$ cat src/rtl/bp_mem_cmd_router.sv
`default_nettype none
// ============================================================================
//  Module      : bp_mem_cmd_router
//  Description : Steers CCE memory commands to host MMIO or DRAM by address,
//                returns responses in issue order, flags a stalled head.
//  Revision    : 1.0  initial release
// ============================================================================
module bp_mem_cmd_router #(
    parameter int                      msg_width_p       = 128,
    parameter int                      addr_width_p      = 39,
    parameter logic [addr_width_p-1:0] dram_base_p       = 39'h00_4000_0000,
    parameter int                      max_outstanding_p = 4,
    parameter int                      timeout_cycles_p  = 1024
) (
    input  logic                                   clk_i,
    input  logic                                   reset_i,

    input  logic [msg_width_p-1:0]                 mem_cmd_i,
    input  logic [addr_width_p-1:0]                mem_cmd_addr_i,
    input  logic                                   mem_cmd_v_i,
    output logic                                   mem_cmd_yumi_o,

    output logic [msg_width_p-1:0]                 host_cmd_o,
    output logic                                   host_cmd_v_o,
    input  logic                                   host_cmd_yumi_i,
    output logic [msg_width_p-1:0]                 dram_cmd_o,
    output logic                                   dram_cmd_v_o,
    input  logic                                   dram_cmd_yumi_i,

    input  logic [msg_width_p-1:0]                 host_resp_i,
    input  logic                                   host_resp_v_i,
    output logic                                   host_resp_yumi_o,
    input  logic [msg_width_p-1:0]                 dram_resp_i,
    input  logic                                   dram_resp_v_i,
    output logic                                   dram_resp_yumi_o,

    output logic [msg_width_p-1:0]                 mem_resp_o,
    output logic                                   mem_resp_v_o,
    input  logic                                   mem_resp_ready_i,

    output logic [$clog2(max_outstanding_p+1)-1:0] outstanding_o,
    output logic                                   timeout_o
);

    localparam int c_cnt_w  = $clog2(max_outstanding_p + 1);
    localparam int c_wdog_w = $clog2(timeout_cycles_p + 1);
    localparam logic [c_cnt_w-1:0]  c_cnt_max  = c_cnt_w'(max_outstanding_p);
    localparam logic [c_wdog_w-1:0] c_wdog_max = c_wdog_w'(timeout_cycles_p);
    localparam logic [c_wdog_w-1:0] c_wdog_hit = c_wdog_w'(timeout_cycles_p - 1);

    // Order FIFO as a shift register: bit 0 is the head, 1 = DRAM, 0 = host.
    logic [max_outstanding_p-1:0] r_order;
    logic [max_outstanding_p-1:0] w_order_nxt;
    logic [c_cnt_w-1:0]           r_count;
    logic [c_cnt_w-1:0]           w_count_nxt;
    logic [c_cnt_w-1:0]           w_wr_idx;
    logic [c_wdog_w-1:0]          r_wdog;
    logic                         r_timeout;

    logic w_sel_dram;
    logic w_room;
    logic w_push;
    logic w_empty;
    logic w_head_dram;
    logic w_head_v;
    logic w_pop;
    logic w_wdog_inc;

    assign w_sel_dram = (mem_cmd_addr_i >= dram_base_p);
    assign w_room     = (r_count < c_cnt_max);

    assign host_cmd_o   = mem_cmd_i;
    assign dram_cmd_o   = mem_cmd_i;
    assign host_cmd_v_o = ~reset_i & mem_cmd_v_i & ~w_sel_dram & w_room;
    assign dram_cmd_v_o = ~reset_i & mem_cmd_v_i &  w_sel_dram & w_room;

    assign w_push         = w_sel_dram ? (dram_cmd_v_o & dram_cmd_yumi_i)
                                       : (host_cmd_v_o & host_cmd_yumi_i);
    assign mem_cmd_yumi_o = w_push;

    // Only the head target may return; the other target's response waits.
    assign w_empty     = (r_count == '0);
    assign w_head_dram = r_order[0];
    assign w_head_v    = ~reset_i & ~w_empty & (w_head_dram ? dram_resp_v_i : host_resp_v_i);
    assign w_pop       = w_head_v & mem_resp_ready_i;

    assign mem_resp_v_o     = w_head_v;
    assign mem_resp_o       = w_head_dram ? dram_resp_i : host_resp_i;
    assign host_resp_yumi_o = w_pop & ~w_head_dram;
    assign dram_resp_yumi_o = w_pop &  w_head_dram;

    assign outstanding_o = r_count;
    assign timeout_o     = r_timeout;
    assign w_wdog_inc    = ~w_empty & ~w_pop;

    always_comb begin
        w_order_nxt = r_order;
        w_wr_idx    = r_count;
        if (w_pop) begin
            w_order_nxt = r_order >> 1;
            w_wr_idx    = r_count - c_cnt_w'(1);
        end
        if (w_push) begin
            for (int i = 0; i < max_outstanding_p; i++) begin
                if (w_wr_idx == c_cnt_w'(i)) begin
                    w_order_nxt[i] = w_sel_dram;
                end
            end
        end
        case ({w_push, w_pop})
            2'b10:   w_count_nxt = r_count + c_cnt_w'(1);
            2'b01:   w_count_nxt = r_count - c_cnt_w'(1);
            default: w_count_nxt = r_count;
        endcase
    end

    always_ff @(posedge clk_i or posedge reset_i) begin
        if (reset_i) begin
            r_order   <= '0;
            r_count   <= '0;
            r_wdog    <= '0;
            r_timeout <= 1'b0;
        end else begin
            r_order <= w_order_nxt;
            r_count <= w_count_nxt;
            if (!w_wdog_inc) begin
                r_wdog <= '0;
            end else if (r_wdog != c_wdog_max) begin
                r_wdog <= r_wdog + c_wdog_w'(1);
            end
            if (w_wdog_inc && (r_wdog == c_wdog_hit)) begin
                r_timeout <= 1'b1;
            end
        end
    end

endmodule
`default_nettype wire

$ cat config.mk
export PLATFORM = sky130hd
export DESIGN_NAME = bp_mem_cmd_router
export DESIGN_NICKNAME = d
export VERILOG_FILES = /design/src/rtl/bp_mem_cmd_router.sv
export SDC_FILE = /design/constraint.sdc
export NUM_CORES = 1
export LEC_CHECK = 0
export BUFFER_PORTS_ARGS = -buffer_cell sky130_fd_sc_hd__buf_4
export CELL_PAD_IN_SITES_DETAIL_PLACEMENT = 1
export CELL_PAD_IN_SITES_GLOBAL_PLACEMENT = 2
export CORE_AREA = 5 5 314 316
export CTS_CLUSTER_SIZE = 10
export DETAILED_ROUTE_END_ITERATION = 10
export DIE_AREA = 0 0 319 321
export PLACE_DENSITY = 0.47
export SYNTH_ARGS = -nofsm -noshare
export SYNTH_HDL_FRONTEND = slang
export SYNTH_SLANG_ARGS = --single-unit
export TNS_END_PERCENT = 5
$ cat constraint.sdc
create_clock -name clk_i -period 2.39 [get_ports clk_i]
set_input_delay 0.3585 -clock clk_i [delete_from_list [all_inputs] [get_ports clk_i]]
set_output_delay 0.3585 -clock clk_i [all_outputs]
set_load 0.005 [all_outputs]
---- Word level (Yosys, flattened, before mapping) ----
Index checks and enable logic that the tools add are counted.
word-level totals
  word-level logic and storage cells ...... 52
  output and inout port bits .............. 394
  bits of input ports ..................... 431
  flip-flop bits (word level) ............. 19
cells by class
  bitwise gates (word level) .............. 18
  $add $sub $neg .......................... 3
  mux-type cells .......................... 13
  magnitude comparators ................... 2
  equality and inequality tests ........... 8
  reduce and logical (&&, ||, !) cells .... 4
operator list
  operator                                                                 count
  128-bit two-way mux                                                      1
  39-bit by 31-bit >= comparator with 1-bit output, second input constant  1
  11-bit two-way mux                                                       2
  1-bit bitwise AND                                                        13
  11-bit by 1-bit adder with 11-bit output, second input constant          1
  11-bit by 10-bit equality test with 1-bit output, second input constant  1
  11-bit != test, second input constant                                    1
  4-bit two-way mux                                                        2
  3-bit by 2-bit equality test with 1-bit output, second input constant    2
  3-bit zero test                                                          2
  1-bit two-way mux                                                        6
  3-bit one-hot mux with 2 select lines                                    1
  1-bit NOT                                                                5
  3-bit by 1-bit adder with 3-bit output, second input constant            1
  3-bit by 1-bit equality test with 1-bit output, second input constant    1
  3-bit less-than comparator, second input constant                        1
  3-bit two-way mux                                                        1
  3-bit by 1-bit subtractor with 3-bit output, second input constant       1
  2-bit by 1-bit equality test with 1-bit output, second input constant    1
  2-bit equality test, second input constant                               1
  2-bit by 1-bit != test with 1-bit output, second input constant          1
  2-bit nonzero test                                                       1
  1-bit logical AND                                                        1

---- Logic depth before layout (Yosys ltp) ----
  word-level depth ........................ 9
  gate-level depth with buffers ........... 10

---- Worst setup path after synthesis ----
No wires, ideal clock.
  path type ............................... input to register
  start point ............................. input mem_cmd_addr_i[35]
  end point ............................... register r_count[2] (netlist: outstanding_o[2])
  path slack .............................. -0.021 ns
  path buffers ............................ 0
  data required time ...................... 2.311 ns
  stages on the path ...................... 7
  arrival time ............................ 2.332 ns
  cells stage by stage .................... or4_4 > nor4_4 > mux2i_1 > inv_1 > ha_1 > nor2_1 > xor2_1
between the ends
  cells in the longest elaborated chain, start to end .. 8
  elaborated cells on any way between the ends .. 13
  those cells by class .................... order compare: 1; eq/ne: 2; mux: 2; bitwise: 7; reduce/logical: 1
ends and longest elaborated chain
  item                                                                                   RTL line  text
  start: declaration                                                                     19        input logic [addr_width_p-1:0] mem_cmd_addr_i,
  39-bit by 31-bit >= comparator with 1-bit output *                                     69        assign w_sel_dram = (mem_cmd_addr_i >= dram_base_p);
  1-bit NOT                                                                              74        assign host_cmd_v_o = ~reset_i & mem_cmd_v_i & ~w_sel_dram & w_room;
  1-bit bitwise AND (2 in series)                                                        74
  1-bit bitwise AND                                                                      78        : (host_cmd_v_o & host_cmd_yumi_i);
  1-bit two-way mux *                                                                    77        assign w_push = w_sel_dram ? (dram_cmd_v_o & dram_cmd_yumi_i)
  net mem_cmd_yumi_o                                                                     21        output logic mem_cmd_yumi_o,
  2-bit by 1-bit equality test with 1-bit output or 2-bit equality test (tied branches)  110       case ({w_push, w_pop})
  3-bit one-hot mux with 2 select lines or 2-bit nonzero test (tied branches)            n/a
  end signal: assignment                                                                 125       r_count <= w_count_nxt;
  end: declaration                                                                       54        logic [c_cnt_w-1:0] r_count;
Mark *: on every way through the listed nets, which the timed path passes. The rest lies on a longest branch.
A chain may end at the register's enable or synchronous reset.

---- Final worst setup path ----
  start point ............................. register r_order[0]
  end point ............................... output mem_resp_o[60]
between the ends
  cells in the longest elaborated chain, start to end .. 1
ends and longest elaborated chain
  item                      RTL line  text
  start: declaration        52        logic [max_outstanding_p-1:0] r_order;
  start signal: assignment  124       r_order <= w_order_nxt;
  128-bit two-way mux       88        assign mem_resp_o = w_head_dram ? dram_resp_i : host_resp_i;
  end: declaration          37        output logic [msg_width_p-1:0] mem_resp_o,
No other way between the ends.

==> impl_metrics.csv <==
group,metric,value,unit
outcome,status,"finished clean",
power,switchingPower,2.41,mW
timing,finalMaxSlewViolations,0,
logic_synthesis,ys_types,32,
timing,worstMarginPinSlew,0.782,ns
logic_synthesis,yosysMostFrequentCell,"buf_4",
clock_network,insertion_delay,0.25,ns
logic_synthesis,synthCells,512,
placement,post-dp-hpwl,33.2,mm
drt,vias,4018,
global_route,grt_pass1_wl,44.1,mm
global_route,grt_max_degree,69,
timing,worst_slack,0.0881,ns
global_route,grt-ovfl-total,0,
logic_synthesis,synth_commonest_cells,"buf_4, mux2_2, dfrtp_1",
final_layout,fillCellCount,11500,
logic_synthesis,synth_seq_area_share,10.5,%
drt,antenna_left,0,
worst_setup_path,crit_required,2.03,ns
timing,whs,0.281,ns
logic_synthesis,synth_async_sr_flop_share,100,%
power,swShare,45.7,%
drt,detail_route.vias_per_cell,2.07,
final_layout,regArea,479,sq um
logic_synthesis,avgSynthCellArea,8.87,sq um
logic_synthesis,synth_top_cell_by_area,"buf_4",
drt,wl_per_cell,18.1,microns
timing,setup-tns-final,0,ns
final_layout,final_core_util,7.79,%
power,ir_drop,394,uV
drt,drt_iter0_markers,72,
floorplan,core_area,95700,sq um
power,seqPwrFrac,9.5,%
worst_setup_path,cp_max_fo,68,
clock_network,hold_buffers,0,
worst_setup_path,start_kind,"flip-flop",
logic_synthesis,syn-num-nets,949,
floorplan,io_pins,825,
power,internal-power,2.87,mW
clock_network,clk_path_buf_depth,2,
logic_synthesis,ys_ff_latch,19,
floorplan,fp.dieH,321,microns
placement,port-buffer-count,410,
global_route,antenna_found_initial,4,
drt,drc,0,
power,cellPowerDensity,708,nW/um^2
final_layout,multi_input_area,2060,sq um
final_layout,nets,1105,
timing,grt_setup_unrepaired,"false",
flow_run,cap_violations,0,
worst_hold_path,hold_path_class,"primary input to asynchronous set/reset pin",
floorplan,initial_core_util,4.75,%
timing,fin_skew,0.00278,ns
logic_synthesis,ys.flop_type,"dfrtp_1",
timing,fin_crit,2.30,ns
global_route,grt_pass1_vias,4573,
timing,max_freq,0.434,GHz
logic_synthesis,synthDominantCellAreaShare,42.3,%
timing,slew-limit-headroom,47.8,%
power,p_comb_share,83.9,%
logic_synthesis,ys_warn_count,0,
final_layout,area_delta_synth_final,64.1,%
worst_setup_path,path_class,"flip-flop to output port",
clock_network,h-tree-depth,1,
power,clkPwrFrac,6.5,%
floorplan,fp.dieW,319,microns
floorplan,dieArea,102000,sq um
timing,setup_viol,0,
placement,gp_congestion,0.783,
worst_setup_path,endpoint_kind,"output port",
final_layout,final_layout_size_suffix_gt1_share,84.9,%
clock_network,cts_made_buffers,3,
global_route,gr-usage-all-layers,6.33,%
floorplan,rows,114,
logic_synthesis,synth_area_leaders,"buf_4, mux2_2, dfrtp_1",
power,p_leak,3.10,nW
logic_synthesis,synthesis.area,4540,sq um
clock_network,path_clk_slew,0.06,ns
placement,dp_worst_setup_slack,0.0252,ns
clock_network,clock-sinks,19,
clock_network,cts_tree,"built",
clock_network,cts_root_buffer,"clkbuf_16",
timing,finalHoldViolCount,0,
drt,routed_wl,35.3,mm
logic_synthesis,synth_edf_count,0,
drt,firstDrtPassIters,3,
timing,period_share,96.3,%
worst_setup_path,critPathArrivalTime,1.94,ns
final timing paths:
kind,startpoint,end,slack (ns),cells after the start
max,r_order[0]$_DFF_PP0_,mem_resp_o[60],0.09,4
min,reset_i,r_wdog[8]$_DFFE_PP0P_,0.28,2
max reg2reg,outstanding_o[1]$_DFFE_PP0P_,r_order[3]$_DFF_PP0_,0.22,9
min reg2reg,timeout_o$_DFFE_PP0P_,timeout_o$_DFFE_PP0P_,0.50,2
max in group asynchronous,reset_i,r_order[0]$_DFF_PP0_,1.53,2
min in group clk_i,timeout_o$_DFFE_PP0P_,timeout_o$_DFFE_PP0P_,0.50,2
layout by cell type (no fill, tap or decap), types with 2 or more instances in the layout:
cell type,instances
inv_1,7
buf_12,2
nand2_1,11
diode_2,2
buf_4,421
nand4_1,2
nor2_1,17
mux2_2,130
ha_1,6
nand4b_1,3
nand3_1,4
xor2_1,6
dfrtp_1,18
mux2i_1,9
xnor2_1,7
clkbuf_16,3
per-stage QoR:
stage | instances | instance area [sq um] | total power [mW]
after floorplan | 512 | 4550 | 2.59
after global placement | 1939 | 7360 | 5.07
after detailed placement | 1939 | 7360 | 5.11
after CTS | 1943 | 7440 | 5.49
after global routing | 1943 | 7450 | 5.66
final | 1945 | 7450 | 5.28
layout make-up:
class	instances	share of cell area (%)
sequential	19	6.43
tap	1276	21.4
inverter	8	0.403
multi-input combinational	213	27.7
clock buffer	3	1.01
clock inverter	1	0.0671
antenna	2	0.0671
timing repair buffer	423	42.9
repair_timing:
item	CTS	global route
resized for setup	0	1
setup buffers	0	0
endpoints found under the setup margin	0	3
cell families after synthesis:
kind of cell             synth area share [%]
buffers and inverters                    44.3
flip-flops                               10.5
adder cells (fa/ha/maj)                  1.65
multiplexers                             34.4
XOR/XNOR                                 2.51
AND/OR/NAND/NOR                          6.23
AO/OA/AOI/OAI                           0.386
sequential cells by signal (all words and copies together), names as in the netlist:
signal and count:
r_order 4, outstanding_o 3, timeout_o 1, r_wdog 11
critical path, cell delays in order, from the launching register on:
cell and delay [ns]:
dfrtp_4 0.46, buf_12 0.29, buf_12 0.24, mux2_2 0.39, buf_4 0.16
routing by layer:
metal  vias to the layer above  share of wire [%]  global-route usage (%)
li1                       1750                  -                       -
met1                      1737                 35                    6.52
met2                       396                 45                    10.5
met3                       133                 16                    4.14
met4                         2                4.0                    2.13
met5                         -              0.020                       0
power by group through the flow:
stage               Clock (mW)  Sequential (mW)  Combinational (mW)
finish                   0.344            0.504                4.43
global route             0.377            0.520                4.76
CTS                      0.359            0.510                4.62
detailed placement           0            0.514                4.60
global placement             0            0.508                4.56
floorplan                    0            0.473                2.12
Note: power is estimated with default switching activity, not from simulation.
